`src/rtl/gpio_debounce_pkg.sv`:
```
// Shared types for the gpio input debouncer: dbus request/response structs,
// register offsets and the per-pin filter state encoding.
package gpio_debounce_pkg;

  typedef struct packed {
    logic [31:0] addr;
    logic [31:0] w_data;
    logic        w_en;
    logic        req;
  } type_dbus2peri_s;

  typedef struct packed {
    logic [31:0] r_data;
    logic        ack;
  } type_peri2dbus_s;

  typedef enum logic [7:0] {
    DEB_CTRL_R   = 8'h00,
    DEB_THRESH_R = 8'h04,
    DEB_STATUS_R = 8'h08,
    DEB_EDGE_R   = 8'h0C
  } type_gpio_deb_regs_e;

  typedef enum logic {
    DEB_STABLE   = 1'b0,
    DEB_COUNTING = 1'b1
  } type_deb_state_e;

endpackage

```
`src/rtl/gpio_deb_pin.sv`:
```
// One conditioned pin: synchroniser, stable-time filter and registered
// rise/fall pulses aligned with the level change.
module gpio_deb_pin
  import gpio_debounce_pkg::*;
#(
  parameter int unsigned CNT_W       = 16,
  parameter int unsigned SYNC_STAGES = 2
) (
  input  logic             clk,
  input  logic             rst_n,
  input  logic             pad,
  input  logic             bypass,
  input  logic [CNT_W-1:0] thresh,
  output logic             level,
  output logic             rise,
  output logic             fall
);

  logic [SYNC_STAGES-1:0] sync_q;
  logic                   s;
  type_deb_state_e        state_q, state_nxt;
  logic [CNT_W-1:0]       cnt_q, cnt_nxt;
  logic [CNT_W-1:0]       eff_thresh;
  logic                   level_nxt;

  assign s          = sync_q[SYNC_STAGES-1];
  assign eff_thresh = (thresh == '0) ? CNT_W'(1) : thresh;

  always_ff @(posedge clk or negedge rst_n) begin
    if (!rst_n) begin
      sync_q  <= '0;
      state_q <= DEB_STABLE;
      cnt_q   <= '0;
      level   <= 1'b0;
      rise    <= 1'b0;
      fall    <= 1'b0;
    end else begin
      sync_q  <= {sync_q[SYNC_STAGES-2:0], pad};
      state_q <= state_nxt;
      cnt_q   <= cnt_nxt;
      level   <= level_nxt;
      rise    <= level_nxt & ~level;
      fall    <= ~level_nxt & level;
    end
  end

  always_comb begin
    state_nxt = state_q;
    cnt_nxt   = cnt_q;
    level_nxt = level;
    if (bypass) begin
      state_nxt = DEB_STABLE;
      cnt_nxt   = '0;
      level_nxt = s;
    end else begin
      case (state_q)
        DEB_STABLE: begin
          cnt_nxt = '0;
          if (s != level) begin
            state_nxt = DEB_COUNTING;
            cnt_nxt   = CNT_W'(1);
          end
        end
        DEB_COUNTING: begin
          if (s == level) begin
            state_nxt = DEB_STABLE;
            cnt_nxt   = '0;
          end else if (cnt_q >= eff_thresh) begin
            level_nxt = ~level;
            state_nxt = DEB_STABLE;
            cnt_nxt   = '0;
          end else if (cnt_q != '1) begin
            cnt_nxt = cnt_q + CNT_W'(1);
          end
        end
      endcase
    end
  end

endmodule

```
`src/rtl/gpio_debounce.sv`:
```
// Pad input conditioner: per-pin debounce filters plus a dbus register slave
// for threshold, bypass control, live status and sticky edge flags.
module gpio_debounce
  import gpio_debounce_pkg::*;
#(
  parameter int unsigned     NUM_PINS       = 8,
  parameter int unsigned     CNT_W          = 16,
  parameter int unsigned     SYNC_STAGES    = 2,
  parameter logic [CNT_W-1:0] DEFAULT_THRESH = 16'd1000
) (
  input  logic                clk,
  input  logic                rst_n,
  input  logic                deb_sel_i,
  input  type_dbus2peri_s     dbus2deb_i,
  output type_peri2dbus_s     deb2dbus_o,
  input  logic [NUM_PINS-1:0] pad_i,
  output logic [NUM_PINS-1:0] pin_o,
  output logic [NUM_PINS-1:0] rise_o,
  output logic [NUM_PINS-1:0] fall_o
);

  logic [NUM_PINS-1:0]   ctrl_q;
  logic [CNT_W-1:0]      thresh_q;
  logic [2*NUM_PINS-1:0] edge_q;
  logic [2*NUM_PINS-1:0] edge_clr;
  logic                  ack_q;
  logic [31:0]           rdata_q;
  logic [31:0]           rd_data;
  logic [7:0]            reg_addr;
  logic                  rd_req, wr_req, svc;
  logic                  unused;

  assign reg_addr = dbus2deb_i.addr[7:0];
  assign rd_req   = dbus2deb_i.req & ~dbus2deb_i.w_en & deb_sel_i;
  assign wr_req   = dbus2deb_i.req &  dbus2deb_i.w_en & deb_sel_i;
  assign svc      = (rd_req | wr_req) & ~ack_q;
  assign unused   = ^{dbus2deb_i.addr[31:8], dbus2deb_i.w_data};

  assign deb2dbus_o = {rdata_q, ack_q};

  for (genvar i = 0; i < NUM_PINS; i++) begin : g_pin
    gpio_deb_pin #(
      .CNT_W      (CNT_W),
      .SYNC_STAGES(SYNC_STAGES)
    ) u_pin (
      .clk   (clk),
      .rst_n (rst_n),
      .pad   (pad_i[i]),
      .bypass(ctrl_q[i]),
      .thresh(thresh_q),
      .level (pin_o[i]),
      .rise  (rise_o[i]),
      .fall  (fall_o[i])
    );
  end

  always_comb begin
    rd_data = '0;
    case (reg_addr)
      DEB_CTRL_R:   rd_data = 32'(ctrl_q);
      DEB_THRESH_R: rd_data = 32'(thresh_q);
      DEB_STATUS_R: rd_data = 32'(pin_o);
      DEB_EDGE_R:   rd_data = 32'(edge_q);
      default:      rd_data = '0;
    endcase
  end

  always_comb begin
    edge_clr = '0;
    if (svc && wr_req && reg_addr == DEB_EDGE_R) begin
      edge_clr = dbus2deb_i.w_data[2*NUM_PINS-1:0];
    end
  end

  always_ff @(posedge clk or negedge rst_n) begin
    if (!rst_n) begin
      ctrl_q   <= '0;
      thresh_q <= DEFAULT_THRESH;
      edge_q   <= '0;
      ack_q    <= 1'b0;
      rdata_q  <= '0;
    end else begin
      // Set is ORed in after the clear so a same-cycle edge survives W1C.
      edge_q  <= (edge_q & ~edge_clr) | {fall_o, rise_o};
      ack_q   <= svc;
      rdata_q <= (svc && rd_req) ? rd_data : '0;
      if (svc && wr_req) begin
        if (reg_addr == DEB_CTRL_R)   ctrl_q   <= dbus2deb_i.w_data[NUM_PINS-1:0];
        if (reg_addr == DEB_THRESH_R) thresh_q <= dbus2deb_i.w_data[CNT_W-1:0];
      end
    end
  end

endmodule
```
`config.mk`:
```
export PLATFORM = sky130hd
export DESIGN_NAME = gpio_debounce
export DESIGN_NICKNAME = d
export VERILOG_FILES = /design/src/rtl/gpio_debounce_pkg.sv /design/src/rtl/gpio_deb_pin.sv /design/src/rtl/gpio_debounce.sv
export SDC_FILE = /design/constraint.sdc
export NUM_CORES = 1
export LEC_CHECK = 0
export CAP_MARGIN = 5
export CORE_MARGIN = 2
export CORE_UTILIZATION = 58
export DETAILED_ROUTE_END_ITERATION = 10
export HOLD_SLACK_MARGIN = 0.1
export PLACE_DENSITY = 0.88
export SLEW_MARGIN = 15
export SYNTH_ARGS = -nofsm -noshare
export SYNTH_HDL_FRONTEND = slang
export SYNTH_SLANG_ARGS = --single-unit
```
`constraint.sdc`:
```
create_clock -name clk -period 3.29 [get_ports clk]
set_clock_uncertainty 0.05 [all_clocks]
set_input_delay 0.658 -clock clk [delete_from_list [all_inputs] [get_ports clk]]
set_output_delay 0.658 -clock clk [all_outputs]
set_load 0.01 [all_outputs]
```
Yosys cells after proc, flatten, opt, wreduce, memory -nomap -nowiden
Cells that the tools add are included.
- bits in registers: 249
- bits of input ports: 77
- output and inout port bits: 57
- logic and storage cells: 286
- add/sub/neg operators: 8
- magnitude comparators: 8
- eq/ne operators: 35
- multiplexer cells: 124
- bitwise logic cells: 51
- reduce and logical (&&, ||, !) cells: 7
- operator list (operator ; count):
    16-bit 2-to-1 mux ; 34
    16-bit one-hot mux with 2 select lines ; 8
    16-bit by 1-bit adder with 16-bit output, second input constant ; 8
    16-bit >= comparator ; 8
    16-bit != test, second input constant ; 8
    1-bit 2-to-1 mux ; 72
    16-bit one-hot mux with 4 select lines ; 1
    5-bit != test, second input constant ; 8
    32-bit 2-to-1 mux ; 1
    1-bit inverter ; 26
    1-bit bitwise AND ; 21
    16-bit bitwise AND ; 1
    8-bit by 4-bit == test with 1-bit output, second input constant ; 2
    16-bit zero test ; 1
    16-bit inverter ; 1
    16-bit bitwise OR ; 1
    1-bit one-hot mux with 2 select lines ; 8
    1-bit == test ; 8
    8-bit by 3-bit == test with 1-bit output, second input constant ; 1
    8-bit zero test ; 1
    1-bit != test ; 8
    2-bit AND reduction ; 2
    1-bit logical AND ; 3
    1-bit bitwise OR ; 1

Longest topological paths before layout
Gate-level depths: netlist of run 1.
- depth in word-level cells: 11
- gate-level depth with buffers: 11
- gate-level depth less buffers: 9

Hierarchy
Synthesis of run 1 repeated with hierarchy kept, for this count alone.
- cell total of the unflattened synthesis: 1490
- area total of the unflattened synthesis: 14640.3 µm²
- by module, submodules not included (module ; instances ; cells an instance ; area an instance (µm²) ; sequential area each (µm²)):
    gpio_deb_pin at g_pin[2].u_pin ... ; 4 ; 161 ; 1512.7 ; 550.5
    gpio_deb_pin at g_pin[0].u_pin ... ; 2 ; 160 ; 1496.4 ; 550.5
    gpio_debounce ; 1 ; 201 ; 2622.5 ; 1433.9
    gpio_deb_pin at g_pin[1].u_pin ; 1 ; 161 ; 1520.2 ; 550.5
    gpio_deb_pin at g_pin[7].u_pin ; 1 ; 164 ; 1453.9 ; 550.5

Worst setup path after synthesis of run 1
No wires, ideal clock.
- path type: register -> register
- start point: reg thresh_q[8]
- end point: reg g_pin[1].u_pin.cnt_q[11]
- setup time: 137 ps
- arrival time: 2521 ps
- required time: 3103 ps
- setup slack: 582 ps
- stages on the path, launching flop included: 12
- path buffers: 2
- period minus slack after synthesis: 2708 ps
- cells stage by stage: dfstp_2 -> nor4_1 -> a41o_1 -> ha_1 -> nand2b_1 -> a31oi_1 -> or4_1 -> o211ai_1 -> or2_2 -> clkbuf_1 -> buf_2 -> a21oi_1
- cells in the longest elaborated chain, start to end: 7
- elaborated cells on any way between the ends: 8
- classes of those cells: 1 x order compare; 1 x eq/ne; 5 x mux; 1 x reduce/logical
- ends and longest elaborated chain (item ; line ; source):
    start: declaration ; gpio_debounce.sv:23 ; logic [CNT_W-1:0] thresh_q;
    start signal: assignment ; gpio_debounce.sv:89 ; if (reg_addr == DEB_THRESH_R) thresh_q <= dbus2deb_i.w_data[CNT_W-1:0];
    16-bit zero test ; gpio_deb_pin.sv:27 ; assign eff_thresh = (thresh == '0) ? CNT_W'(1) : thresh;
    16-bit 2-to-1 mux (*) ; gpio_deb_pin.sv:27 ;
    16-bit >= comparator (*) ; gpio_deb_pin.sv:68 ; end else if (cnt_q >= eff_thresh) begin
    16-bit 2-to-1 mux ; gpio_deb_pin.sv:68 ;
    16-bit 2-to-1 mux ; gpio_deb_pin.sv:65 ; if (s == level) begin
    16-bit one-hot mux with 2 select lines ; gpio_deb_pin.sv:56 ; case (state_q)
    16-bit 2-to-1 mux ; gpio_deb_pin.sv:51 ; if (bypass) begin
    end signal: assignment ; gpio_deb_pin.sv:40 ; cnt_q <= cnt_nxt;
    end: declaration ; gpio_deb_pin.sv:22 ; logic [CNT_W-1:0] cnt_q, cnt_nxt;
Every way passes the cells marked *; elsewhere a longest branch is shown, timed or not.
A chain may end at the register's enable or synchronous reset.

Worst setup path in the final report of run 1
- start point: reg thresh_q[8]
- end point: reg g_pin[0].u_pin.level
- cells in the longest elaborated chain, start to end: 7
- ends and longest elaborated chain (item ; line ; source):
    16-bit zero test ; gpio_deb_pin.sv:27 ;
    16-bit 2-to-1 mux (*) ; gpio_deb_pin.sv:27 ;
    16-bit >= comparator (*) ; gpio_deb_pin.sv:68 ;
    1-bit 2-to-1 mux (*) ; gpio_deb_pin.sv:68 ;
    1-bit 2-to-1 mux (*) ; gpio_deb_pin.sv:65 ;
    1-bit 2-to-1 mux (*) ; gpio_deb_pin.sv:56 ;
    1-bit 2-to-1 mux (*) ; gpio_deb_pin.sv:51 ;
    net g_pin[0].u_pin.level_nxt ; gpio_deb_pin.sv:24 ; logic level_nxt;
    end signal: assignment ; gpio_deb_pin.sv:41 ; level <= level_nxt;
    end: declaration ; gpio_deb_pin.sv:14 ; output logic level,
Mark *: on every way through the listed nets, which the timed path passes. The rest lies on a longest branch.

==> reports/summary.txt, run 1 <==
Avg Cell Area, Syn: 9.99 um^2
Final worst path period share: 0.983
Asr flop ratio synth: 1.00
Core area: 22600 um^2
Max Cap Viol: 0
Crit Path Max Fanout: 4
Routed wire length: 34.5 mm
Post-synth top flop: dfrtp_1
RSZ-0062 raised after global routing: false
Critical path origin: thresh_q[8]
Initial antenna violation count: 1
Finish-stage setup viols: 0
Max VDD drop: 0.000412 V
Relative slew margins: 0.522
Final std cells w/o fill: 1724
Crit. End Element: flip-flop
Placed Cells: 1677
Synth unique cells: 65
Initial DRC Count: 785
Cts repair resizes: 0
Mapped cell area: 13400 um^2
Max Buffers Root-to-Sink: 3
Pwr Density: 533 nW/um^2
Nets: 1632
CP Launch Type: flip-flop
HPWL after DPL: 23.2 mm
Final Worst Setup Slack: 0.0575 ns
# IOs: 134
Die extent in y: 156 um
Clk sink count: 233
Area grow syn2layout: 14.2%
Critical path capture point: g_pin[0].u_pin.level
Number of hold buffers added after CTS: 0
Final slew viol count: 0
Residual DRC: 0
Status: finished clean
Initial cell density of the core: 0.591
Setup TNS: 0 ns
Die width: 156 um
Row cnt: 55
I/O Buffers: 77
Overflow after GRT: 0
Worst Path Arrival: 3.61 ns
Worst-skew pair later-pin latency: 0.55 ns
Worst-Margin Slew: 0.710 ns
Syn. warnings: 0
Root buf cell: clkbuf_16
Number of synthesized register bits: 233
Required @ worst endpoint: 3.66 ns
Crit Path Class: flip-flop to flip-flop
Mapped Cells: 1340
Layout cells sized above 1: 0.0876
Depth of the most critical reg-to-reg path: 10
Reg clk slew, reported paths: 0.06 ns
Sequential area share after synthesis: 0.436
Area after DPL: 14400 um^2
ANT nets after route: 0
Minimum clock period: 3.23 ns
Post-CTS setup buffers: 0
Pleak: 6.78 nW
Gr usage total: 0.290
Routed wire length per instance: 20.0 um
Final instance area: 15300 um^2
TritonCTS clock tree: done
RePlAce Congestion: 0.895
Cts bufs inserted: 25
Routed vias: 10.9k
Final Hold Viols: 0
Vias in the first global route: 11.1k
First-pass GRT wire length: 55.8 mm
Number of vias per cell: 6.32
Pre-CTS WS: 0.274 ns
Largest net degree at the start of global routing: 91
Reg-to-reg endpoint: g_pin[0].u_pin.level
Hold Crit Class: input port to asynchronous set/reset pin
Die ar.: 24300 um^2
Reg2reg start: thresh_q[8]
Post-synth EDFFs: 0
H-tree levels: 1
DR pass1 iterations: 5
Fmax: 0.309 GHz
Reg2reg setup slack: 0.06 ns
==> critical path, stage by stage, from the launching register on <==
cell and delay [ns]:
dfstp_2 0.39, nor4_1 0.53, a41o_1 0.28, buf_4 0.14, ha_1 0.22, nand2b_1 0.14
a211o_1 0.30, a21oi_1 0.21, o211ai_1 0.16, a21oi_1 0.31, mux2_2 0.38
==> routing by layer <==
metal | GRT usage | routed length [um]
met3 | 0.0564 | 2660
met2 | 0.465 | 16000
met4 | 0.152 | 1870
met1 | 0.377 | 14000
met5 | 0 | 0
==> cells by family after synthesis <==
group	after synthesis	share of synthesized area
mux	40	0.0328
compound gates	304	0.138
fa+ha+maj	136	0.127
flops	233	0.436
buf+inv	116	0.0465
simple gates	422	0.161
xor+xnor	88	0.0576
other cells	1	0.000280
==> placed cells by master (no fill, tap or decap), types with 42 or more instances in the layout <==
master,netlist,layout
ha_1,136,136
nand2_1,89,89
clkdlybuf4s50_1,0,76
nand3_1,73,73
dfrtp_1,227,227
inv_1,43,43
o21ai_0,42,42
nor2_1,94,94
xor2_1,55,55
a21oi_1,142,142
==> state kept, by name, indices dropped and copies added (netlist names) <==
register	cells
g_pin.u_pin.cnt_q	128
edge_q	16
g_pin.u_pin.sync_q	16
rdata_q	16
thresh_q	16
ctrl_q	8
g_pin.u_pin.fall	8
g_pin.u_pin.level	8
g_pin.u_pin.rise	8
g_pin.u_pin.state_q	8
ack_q	1
==> layout make-up <==
cell class | count | area (um^2)
Fill cell | 1593 | 7360
Multi-Input combinational cell | 1006 | 6980
Sequential cell | 233 | 5840
Timing Repair Buffer | 110 | 1070
Clock buffer | 36 | 717
Tap cell | 285 | 357
Inverter | 43 | 161
Clock inverter | 10 | 151
Antenna cell | 1 | 2.50
==> worst min-delay path by stage <==
| stage | startpoint | slack (ns) | to | cells past startpoint |
|---|---|---|---|---|
| floorplan | g_pin[0].u_pin.sync_q[0] | 0.28 | g_pin[0].u_pin.sync_q[1] | 0 |
| global placement | g_pin[2].u_pin.sync_q[0] | 0.28 | g_pin[2].u_pin.sync_q[1] | 0 |
| detailed placement | g_pin[2].u_pin.sync_q[0] | 0.28 | g_pin[2].u_pin.sync_q[1] | 0 |
| CTS | rst_n | 0.12 | g_pin[3].u_pin.cnt_q[4] | 1 |
| global route | rst_n | 0.15 | g_pin[6].u_pin.cnt_q[15] | 1 |
| finish | rst_n | 0.11 | g_pin[6].u_pin.cnt_q[14] | 1 |
==> synthesized netlist by cell type (13+ instances only) <==
cell	instances	area, um^2
dfrtp_1	227	5680
a21oi_1	142	711
ha_1	136	1700
nor2_1	94	353
nand2_1	89	334
nand3_1	73	365
xor2_1	55	482
buf_4	44	330
inv_1	43	161
o21ai_0	42	210
nand4_1	33	206
xnor2_1	33	289
mux2_2	30	338
and3_1	28	175
a21o_1	25	188
a22oi_1	24	180
clkbuf_1	22	82.6
nor3_1	21	105
nand2b_1	20	125
and4_1	13	114
==> through the flow <==
stage          utilization  total power [W]  hold slack [ns]
2_1_floorplan            -          0.00459            0.281
3_3_place_gp         0.636          0.00506            0.283
3_5_place_dp         0.636          0.00515            0.285
4_1_cts              0.675          0.00815            0.120
5_1_grt              0.675          0.00850            0.153
6_report             0.675          0.00814            0.107
==> power breakdown <==
group          switching, W  internal, W
logic              0.000889     0.000818
registers          0.000318      0.00315
clock network       0.00120      0.00177
total               0.00241      0.00573
No activity file was read; power rests on OpenSTA's default activity.
==> run 2, diff against run 1 <==
--- a/config.mk
+++ b/config.mk
@@ -11,2 +11,3 @@
 export DETAILED_ROUTE_END_ITERATION = 10
+export GPL_TIMING_DRIVEN = 0
 export HOLD_SLACK_MARGIN = 0.1
--- a/constraint.sdc
+++ b/constraint.sdc
@@ -4,2 +4,2 @@
 set_output_delay 0.658 -clock clk [all_outputs]
-set_load 0.01 [all_outputs]
+set_load 0.005 [all_outputs]
==> run 2 against run 1 <==
Sequential share of layout area shrank 0.92 points; critical endpoint is now g_pin[6].u_pin.cnt_q[10]; sequential power is essentially flat; largest power group unchanged; register-to-register slack gained 0.07 ns; combinational power grew 5%; critical path depth grew 2.
==> reports/summary.txt, run 2 (synthesized netlist as in run 1, its figures left out) <==
Status: finished clean
Minimum clock period: 3.16 ns
Die extent in y: 156 um
Max reg flops: 128
H-tree levels: 1
Routed wire length: 35.2 mm
Crit Path Class: flip-flop to flip-flop
First-pass GRT wire length: 56.7 mm
Setup TNS: 0 ns
Commonest cells after routing, fill and taps aside: dfrtp_1 (227), a21oi_1 (142), ha_1 (136)
Area grow syn2layout: 17.0%
Diode count: 0
I/O Buffers: 77
Met2 Wirelength: 16.0 mm
Max Buffers Root-to-Sink: 3
Overflow after GRT: 0
Pwr Density: 542 nW/um^2
Initial antenna violation count: 0
Number of vias per cell: 6.26
Required @ worst endpoint: 3.64 ns
Area after DPL: 14600 um^2
Initial cell density of the core: 0.591
Final worst path period share: 0.961
Hold Crit Depth: 0
DR pass1 iterations: 5
Routed vias: 11.1k
Die width: 156 um
Cts bufs inserted: 26
Worst hold margin: 0.296 ns
RePlAce Congestion: 0.900
Largest net degree at the start of global routing: 103
Core area: 22600 um^2
ANT nets after route: 0
Worst Path Arrival: 3.52 ns
Detailed route wirelength on metal3: 3.00 mm
Fmax: 0.316 GHz
Finish-stage setup viols: 0
Relative slew margins: 0.449
Reg clk slew, reported paths: 0.07 ns
Layout cells sized above 1: 0.105
Clk sink count: 233
Final slew viol count: 0
CP Launch Type: flip-flop
# fillers: 1585
Routed wire length per instance: 19.9 um
Root buf cell: clkbuf_16
Worst-skew pair later-pin latency: 0.54 ns
Worst-Margin Slew: 0.820 ns
Vias in the first global route: 11.2k
DRT met1 WL: 14.1 mm
Pleak: 7.02 nW
TritonCTS clock tree: done
Depth of the most critical reg-to-reg path: 12
Initial DRC Count: 1067
HPWL after DPL: 23.7 mm
Hold Crit Class: flip-flop to flip-flop
Biggest register: g_pin.u_pin.cnt_q
Final Hold Viols: 0
Row cnt: 55
Highest metal used: met4
# IOs: 134
RSZ-0062 raised after global routing: true
Crit Path Max Fanout: 10
Max VDD drop: 0.000528 V
Nets: 1677
Final instance area: 15700 um^2
Max Cap Viol: 0
Crit. End Element: flip-flop
Most common cell after layout, fill and taps aside: dfrtp_1
Gr usage total: 0.294
Die ar.: 24300 um^2
Residual DRC: 0
[run 2: routing by layer]
metal,GRT usage,up-vias
met3,0.0544,154
li1,-,5051
met4,0.179,0
met2,0.453,546
met1,0.387,5316
met5,0,-
[run 2: layout make-up]
class	instances	area, um^2	share of cell area
well taps	285	357	0.0228
plain buffers	71	459	0.0293
repair buffers	83	876	0.0559
flip-flops and latches	233	5840	0.373
clock buffers	38	787	0.0503
multi-input cells	1006	7000	0.447
clock inverters	9	174	0.0111
inverters	43	161	0.0103
[run 2: path summary, 6_finish.rpt]
kind,startpoint,endpoint,slack (ns)
max in group asynchronous,rst_n,g_pin[7].u_pin.cnt_q[14],1.84
hold reg to reg,g_pin[3].u_pin.sync_q[0],g_pin[3].u_pin.sync_q[1],0.30
setup reg to reg,thresh_q[8],g_pin[6].u_pin.cnt_q[10],0.13
min in group asynchronous,rst_n,g_pin[0].u_pin.state_q,0.54
hold / removal,g_pin[3].u_pin.sync_q[0],g_pin[3].u_pin.sync_q[1],0.30
setup / recovery,thresh_q[8],g_pin[6].u_pin.cnt_q[10],0.13
[run 2: power breakdown]
part / switching (W) / internal, W
sequential: 0.000300 / 0.00315
clock: 0.00120 / 0.00204
combinational: 0.000880 / 0.000915
[run 2: worst max-delay path, stage by stage (launching register included)]
cell	delay (ns)
dfstp_2	0.57
nor4_1	0.08
a41o_2	0.30
buf_12	0.13
buf_4	0.14
ha_1	0.28
nor2b_1	0.05
o21ai_0	0.16
a21oi_1	0.10
o31a_1	0.35
nand3_1	0.24
clkbuf_1	0.44
nor2_1	0.13
[run 2: repair_timing]
| item | in CTS | in global routing |
|---|---|---|
| gates resized for setup | 2 | 7 |
| endpoints found under the setup margin | 58 | 47 |
| hold buffers | 1 | 0 |
| endpoints found under the hold margin | 33 | 0 |
| pin swaps | 0 | 1 |
| setup buffers | 0 | 3 |
[run 2: per-stage QoR]
step	setup WS [ns]	power, W	utilization	instances
2_1_floorplan	0.582	0.00454	-	1355
3_3_place_gp	-8.16	0.00511	0.643	1717
3_5_place_dp	-0.293	0.00521	0.646	1719
4_1_cts	0.0600	0.00846	0.689	1767
5_1_grt	-0.00883	0.00883	0.691	1768
6_report	0.128	0.00848	0.691	1768
